==> config.mk <==
export PLATFORM = sky130hd
export DESIGN_NAME = eth_tx_fcs_insert_flat
export DESIGN_NICKNAME = d
export VERILOG_FILES = /design/src/rtl/eth_tx_fcs_insert_if.sv /design/src/rtl/eth_tx_fcs_insert.sv /design/src/flat_wrapper.sv
export SDC_FILE = /design/constraint.sdc
export NUM_CORES = 1
export LEC_CHECK = 0
export ABC_AREA = 0
export CORE_MARGIN = 8
export CORE_UTILIZATION = 50
export DETAILED_ROUTE_END_ITERATION = 7
export PLACE_DENSITY = 0.68
export SLEW_MARGIN = 5
export SYNTH_ARGS = -nofsm -noshare
export SYNTH_HDL_FRONTEND = slang
export SYNTH_SLANG_ARGS = --single-unit
export TNS_END_PERCENT = 100
==> constraint.sdc <==
create_clock -name clk -period 3.2 [get_ports clk]
set_input_delay 0.64 -clock clk [delete_from_list [all_inputs] [get_ports clk]]
set_output_delay 0.64 -clock clk [all_outputs]
set_load 0.01 [all_outputs]
==> src/rtl/eth_tx_fcs_insert_if.sv <==
// Byte-stream bundle for the Ethernet TX FCS inserter.
// The upstream (s_*) and downstream (m_*) channels are kept together so the port names stay the same.
interface eth_tx_fcs_insert_if;
  logic [7:0] s_tdata;
  logic       s_tvalid;
  logic       s_tready;
  logic       s_tlast;
  logic [7:0] m_tdata;
  logic       m_tvalid;
  logic       m_tready;
  logic       m_tlast;

  // Block-side view
  modport slave (
    input  s_tdata, s_tvalid, s_tlast, m_tready,
    output s_tready, m_tdata, m_tvalid, m_tlast
  );

  // Environment-side view
  modport master (
    output s_tdata, s_tvalid, s_tlast, m_tready,
    input  s_tready, m_tdata, m_tvalid, m_tlast
  );
endinterface

==> src/rtl/eth_tx_fcs_insert.sv <==
// Ethernet TX framer tail: passes the payload through, zero-pads it to the minimum frame
// length, then appends the CRC32 FCS LSB first, all through a single output register.
module eth_tx_fcs_insert #(
  parameter int unsigned MIN_FRAME_LEN  = 60,
  parameter bit          ENABLE_PADDING = 1'b1
) (
  input logic                clk,
  input logic                rst,
  eth_tx_fcs_insert_if.slave bus
);

  typedef enum logic [1:0] {
    ST_IDLE,
    ST_PAYLOAD,
    ST_PAD,
    ST_FCS
  } state_e;

  localparam logic [10:0] MIN_LEN = 11'(MIN_FRAME_LEN);
  localparam logic [10:0] CNT_MAX = '1;

  state_e      state_q, state_d;
  logic [10:0] cnt_q, cnt_d;
  logic [31:0] crc_q, crc_d;
  logic [1:0]  idx_q, idx_d;
  logic [7:0]  m_tdata_q, m_tdata_d;
  logic        m_tvalid_q, m_tvalid_d;
  logic        m_tlast_q, m_tlast_d;

  logic        load_ok;
  logic        s_tready_int;
  logic        accept;
  logic [10:0] cnt_inc;
  logic [31:0] fcs;
  logic [7:0]  fcs_byte;

  // Reflected CRC32 (0xEDB88320) contribution of the low nibble after four shifts.
  function automatic logic [31:0] crc_nibble(input logic [3:0] n);
    logic [31:0] r;
    case (n)
      4'h0:    r = 32'h0000_0000;
      4'h1:    r = 32'h1DB7_1064;
      4'h2:    r = 32'h3B6E_20C8;
      4'h3:    r = 32'h26D9_30AC;
      4'h4:    r = 32'h76DC_4190;
      4'h5:    r = 32'h6B6B_51F4;
      4'h6:    r = 32'h4DB2_6158;
      4'h7:    r = 32'h5005_713C;
      4'h8:    r = 32'hEDB8_8320;
      4'h9:    r = 32'hF00F_9344;
      4'hA:    r = 32'hD6D6_A3E8;
      4'hB:    r = 32'hCB61_B38C;
      4'hC:    r = 32'h9B64_C2B0;
      4'hD:    r = 32'h86D3_D2D4;
      4'hE:    r = 32'hA00A_E278;
      default: r = 32'hBDBD_F21C;
    endcase
    return r;
  endfunction

  function automatic logic [31:0] crc_byte(input logic [31:0] c, input logic [7:0] d);
    logic [31:0] x;
    x = c ^ {24'h00_0000, d};
    x = (x >> 4) ^ crc_nibble(x[3:0]);
    x = (x >> 4) ^ crc_nibble(x[3:0]);
    return x;
  endfunction

  always_comb begin
    load_ok      = !m_tvalid_q || bus.m_tready;
    s_tready_int = !rst && load_ok && ((state_q == ST_IDLE) || (state_q == ST_PAYLOAD));
    accept       = bus.s_tvalid && s_tready_int;
    cnt_inc      = (cnt_q == CNT_MAX) ? cnt_q : cnt_q + 11'd1;
  end

  always_comb begin
    fcs = ~crc_q;
    case (idx_q)
      2'd0:    fcs_byte = fcs[7:0];
      2'd1:    fcs_byte = fcs[15:8];
      2'd2:    fcs_byte = fcs[23:16];
      default: fcs_byte = fcs[31:24];
    endcase
  end

  always_comb begin
    state_d    = state_q;
    cnt_d      = cnt_q;
    crc_d      = crc_q;
    idx_d      = idx_q;
    m_tdata_d  = m_tdata_q;
    m_tlast_d  = m_tlast_q;
    m_tvalid_d = m_tvalid_q && !bus.m_tready;

    case (state_q)
      ST_IDLE, ST_PAYLOAD: begin
        if (accept) begin
          m_tdata_d  = bus.s_tdata;
          m_tvalid_d = 1'b1;
          m_tlast_d  = 1'b0;
          crc_d      = crc_byte(crc_q, bus.s_tdata);
          cnt_d      = cnt_inc;
          if (!bus.s_tlast) begin
            state_d = ST_PAYLOAD;
          end else if (ENABLE_PADDING && (cnt_inc < MIN_LEN)) begin
            state_d = ST_PAD;
          end else begin
            state_d = ST_FCS;
          end
        end
      end

      ST_PAD: begin
        if (load_ok) begin
          m_tdata_d  = 8'h00;
          m_tvalid_d = 1'b1;
          m_tlast_d  = 1'b0;
          crc_d      = crc_byte(crc_q, 8'h00);
          cnt_d      = cnt_inc;
          if (cnt_inc >= MIN_LEN) begin
            state_d = ST_FCS;
          end
        end
      end

      ST_FCS: begin
        if (load_ok) begin
          m_tdata_d  = fcs_byte;
          m_tvalid_d = 1'b1;
          m_tlast_d  = (idx_q == 2'd3);
          idx_d      = idx_q + 2'd1;
          if (idx_q == 2'd3) begin
            state_d = ST_IDLE;
            crc_d   = '1;
            cnt_d   = '0;
            idx_d   = '0;
          end
        end
      end

      default: state_d = ST_IDLE;
    endcase
  end

  always_ff @(posedge clk or posedge rst) begin
    if (rst) begin
      state_q    <= ST_IDLE;
      cnt_q      <= '0;
      crc_q      <= '1;
      idx_q      <= '0;
      m_tdata_q  <= '0;
      m_tvalid_q <= 1'b0;
      m_tlast_q  <= 1'b0;
    end else begin
      state_q    <= state_d;
      cnt_q      <= cnt_d;
      crc_q      <= crc_d;
      idx_q      <= idx_d;
      m_tdata_q  <= m_tdata_d;
      m_tvalid_q <= m_tvalid_d;
      m_tlast_q  <= m_tlast_d;
    end
  end

  assign bus.s_tready = s_tready_int;
  assign bus.m_tdata  = m_tdata_q;
  assign bus.m_tvalid = m_tvalid_q;
  assign bus.m_tlast  = m_tlast_q;

endmodule

==> src/flat_wrapper.sv <==
// flat-port wrapper written by rule: the top's interface ports become plain ports
module eth_tx_fcs_insert_flat 
#(
  parameter int unsigned MIN_FRAME_LEN  = 60,
  parameter bit          ENABLE_PADDING = 1'b1
)
  (clk, rst, bus_s_tdata, bus_s_tvalid, bus_s_tlast, bus_m_tready, bus_s_tready, bus_m_tdata, bus_m_tvalid, bus_m_tlast);
  eth_tx_fcs_insert_if bus_i ();
  input logic clk;
  input logic rst;
  input wire logic [$bits(bus_i.s_tdata)-1:0] bus_s_tdata;
  input wire logic [$bits(bus_i.s_tvalid)-1:0] bus_s_tvalid;
  input wire logic [$bits(bus_i.s_tlast)-1:0] bus_s_tlast;
  input wire logic [$bits(bus_i.m_tready)-1:0] bus_m_tready;
  output wire logic [$bits(bus_i.s_tready)-1:0] bus_s_tready;
  output wire logic [$bits(bus_i.m_tdata)-1:0] bus_m_tdata;
  output wire logic [$bits(bus_i.m_tvalid)-1:0] bus_m_tvalid;
  output wire logic [$bits(bus_i.m_tlast)-1:0] bus_m_tlast;
  assign bus_i.s_tdata = bus_s_tdata;
  assign bus_i.s_tvalid = bus_s_tvalid;
  assign bus_i.s_tlast = bus_s_tlast;
  assign bus_i.m_tready = bus_m_tready;
  assign bus_s_tready = bus_i.s_tready;
  assign bus_m_tdata = bus_i.m_tdata;
  assign bus_m_tvalid = bus_i.m_tvalid;
  assign bus_m_tlast = bus_i.m_tlast;
  eth_tx_fcs_insert #(.MIN_FRAME_LEN(MIN_FRAME_LEN), .ENABLE_PADDING(ENABLE_PADDING)) u_core (.clk(clk), .rst(rst), .bus(bus_i));
endmodule
==> reports/results.ini <==
[run_status]
status=finished clean

[setup_path]
path_cells=clkdlybuf4s50_1 -> xor2_1 -> xnor3_1 -> xor2_1 -> xor2_1 -> a21oi_1
cp.required_ns=3.43
path_max_fanout=4
max_stage_delay_ns=0.60
startpoint_type=input port
crit_slowest_cell=clkdlybuf4s50_1
endpoint_kind=flop
critPathArrivalTime_ns=2.87
path_class=input port to flop
worst_path_most_repeated_cell=xor2_1
critPathBufInv=1
crit_family=XOR/XNOR gates

[sta]
max-slew-margin-rel_pct=49.8
worst_slew_pin_slew_ns=0.751
period_minus_slack_ns=2.64
worst_slack_ns=0.559
fin_tns_setup_ns=0
rsz0062_at_grt=false
final.period_utilization_pct=82.5
hold_violations=0
setup_viol=0
final_max_slew_viol_count=0
skew_ns=0.0139
max_freq_ghz=0.379

[place]
place.detailed.hpwl_um=8770
place.gp.congestion=0.955
portBuffers=23
dp_slack_ns=0.257

[floorplan]
die_w_um=111
start_util_pct=51.3
rows=34
core_um2=8720
die-area_um2=12200
die_h_um=111
pin_count=24

[detailed_routing]
wirelength_um=12500
drt-vias-per-instance=5.95
drt_first_pass_iters=4
antenna_left=0
drc=0
via_count=3617
drt_iter0_drc=300
wl_per_cell_um=20.6

[clocking]
numCtsBuffers=9
cts_root_buffer=clkbuf_8
ctsHoldBuffers=0
cts.repair.resized=0
cts_tree=done
clock-sinks=57
cts_max_path_buffers=2
post_cts_buffers=0
worstSkewPairLatency_ns=0.35
clkTransAtPathRegs_ns=0.08
cts.htree.levels=3

[grt]
grt_pass1_vias=3663
grtUsageTotal_pct=20.3
grt_pass1_wl_um=20000
gr-total-overflow=0
antenna_found_initial=0
grt_max_degree=36

[cells_and_area]
area.growth.synth_to_final_pct=13.5
fillers=751
fin_nets=513
drive_gt1_share_pct=14.4
fin_util_pct=58.3
antenna_cells=0

[synth]
syn_area_per_cell_um2=9.44
ys_seq_area_share_pct=32.8
synth_edf_count=0
postSynthCellCount=474
synth.distinct_cells=47
synth_area_um2=4480
syn_nets=492
synth_ff_type=dfstp_2
synth.ff_latch_count=57
ys_async_sr_fraction_pct=100
yosys_warnings=0

[flow_run]
max_cap_viol_count=0

[hold_path]
min_path_type=flop to flop

through the flow:
| stage | area, um^2 | hold WS (ns) | instances |
|---|---|---|---|
| after floorplan | 4480 | 0.456 | 474 |
| after global placement | 4860 | 0.465 | 592 |
| after detailed placement | 4860 | 0.476 | 592 |
| after CTS | 5080 | 0.496 | 608 |
| after global routing | 5080 | 0.519 | 608 |
| final | 5080 | 0.483 | 608 |
registers in the layout, indices dropped and copies added (netlist names):
name and flops:
u_core.cnt_q 11, u_core.bus.m_tlast 1, u_core.crc_q 32, u_core.bus.m_tdata 8, u_core.state_q 2, u_core.idx_q 2
u_core.bus.m_tvalid 1
worst paths after layout:
path / to / from / slack, ns / cells after the start
worst max-delay path: u_core.crc_q[22]$_DFFE_PP1P_ / bus_s_tdata[0] / 0.56 / 6
worst min-delay path: u_core.bus.m_tdata[3]$_DFFE_PP0P_ / u_core.bus.m_tdata[3]$_DFFE_PP0P_ / 0.48 / 2
worst max register to register: u_core.crc_q[22]$_DFFE_PP1P_ / u_core.crc_q[0]$_DFFE_PP1P_ / 0.69 / 5
worst min register to register: u_core.bus.m_tdata[3]$_DFFE_PP0P_ / u_core.bus.m_tdata[3]$_DFFE_PP0P_ / 0.48 / 2
max in group asynchronous: u_core.crc_q[15]$_DFFE_PP1P_ / rst / 1.81 / 3
min in group asynchronous: u_core.bus.m_tdata[5]$_DFFE_PP0P_ / rst / 0.72 / 2
cells in the mapped netlist (all sizes together) (4+ instances only):
cell type | instances | area (um^2)
nand2b | 20 | 125
inv | 10 | 37.5
o21ai | 49 | 245
buf | 7 | 36.3
dfstp | 32 | 841
xnor3 | 9 | 203
ha | 5 | 62.6
o22ai | 26 | 163
and2 | 4 | 25.0
clkbuf | 22 | 82.6
nand2 | 53 | 199
o211ai | 5 | 37.5
a21oi | 15 | 75.1
nand3 | 10 | 50.1
xnor2 | 80 | 734
xor3 | 6 | 143
xor2 | 36 | 357
o2111ai | 9 | 78.8
dfrtp | 25 | 626
nor2 | 10 | 37.5
a32oi | 8 | 70.1
logic make-up after synthesis:
kind of cell	synth area share [%]
mux	0.447
compound gates	18.5
buf+inv	3.49
flops	32.8
simple gates	11.3
xor+xnor	32.1
fa+ha+maj	1.40
cells in the final DEF, fill, tap and decap left out, drive strengths merged, types with 3 or more instances in the layout:
cell,instances
xnor2,80
nand2,53
o21ai,49
xor2,36
dfstp,32
o22ai,26
dfrtp,25
clkdlybuf4s50,23
nand2b,20
buf,16
a21oi,15
nor2,10
nand3,10
inv,10
clkbuf,10
o2111ai,9
xnor3,9
a32oi,8
xor3,6
o211ai,5
ha,5
and2,4
a21o,3
and3,3
a31oi,3
o21a,3
worst reg2reg max path, delay by kind of cell, from the launching register on:
kind	cells	cell delay (ns)
XOR/XNOR	4	1.55
flip-flops	1	0.74
AO/OA/AOI/OAI	1	0.10
metal layers:
layer	routed length, um	GRT usage (%)	vias to the layer above
met2	5770	32.2	151
met4	330	8.56	0
li1	-	-	1699
met5	0	0	-
met3	1120	4.71	21
met1	5290	25.9	1746
cell type report:
| cell class | count | area [um^2] | share of cell area, % |
|---|---|---|---|
| clock buffer | 10 | 128 | 2.51 |
| timing repair buffer | 39 | 363 | 7.14 |
| clock inverter | 6 | 92.6 | 1.82 |
| inverter | 10 | 37.5 | 0.739 |
| tap | 108 | 135 | 2.66 |
| sequential | 57 | 1470 | 28.9 |
| multi-input combinational | 378 | 2860 | 56.3 |
Power is not shown: default switching activity piles up to over one toggle a cycle in this logic, so the estimate is an artifact.
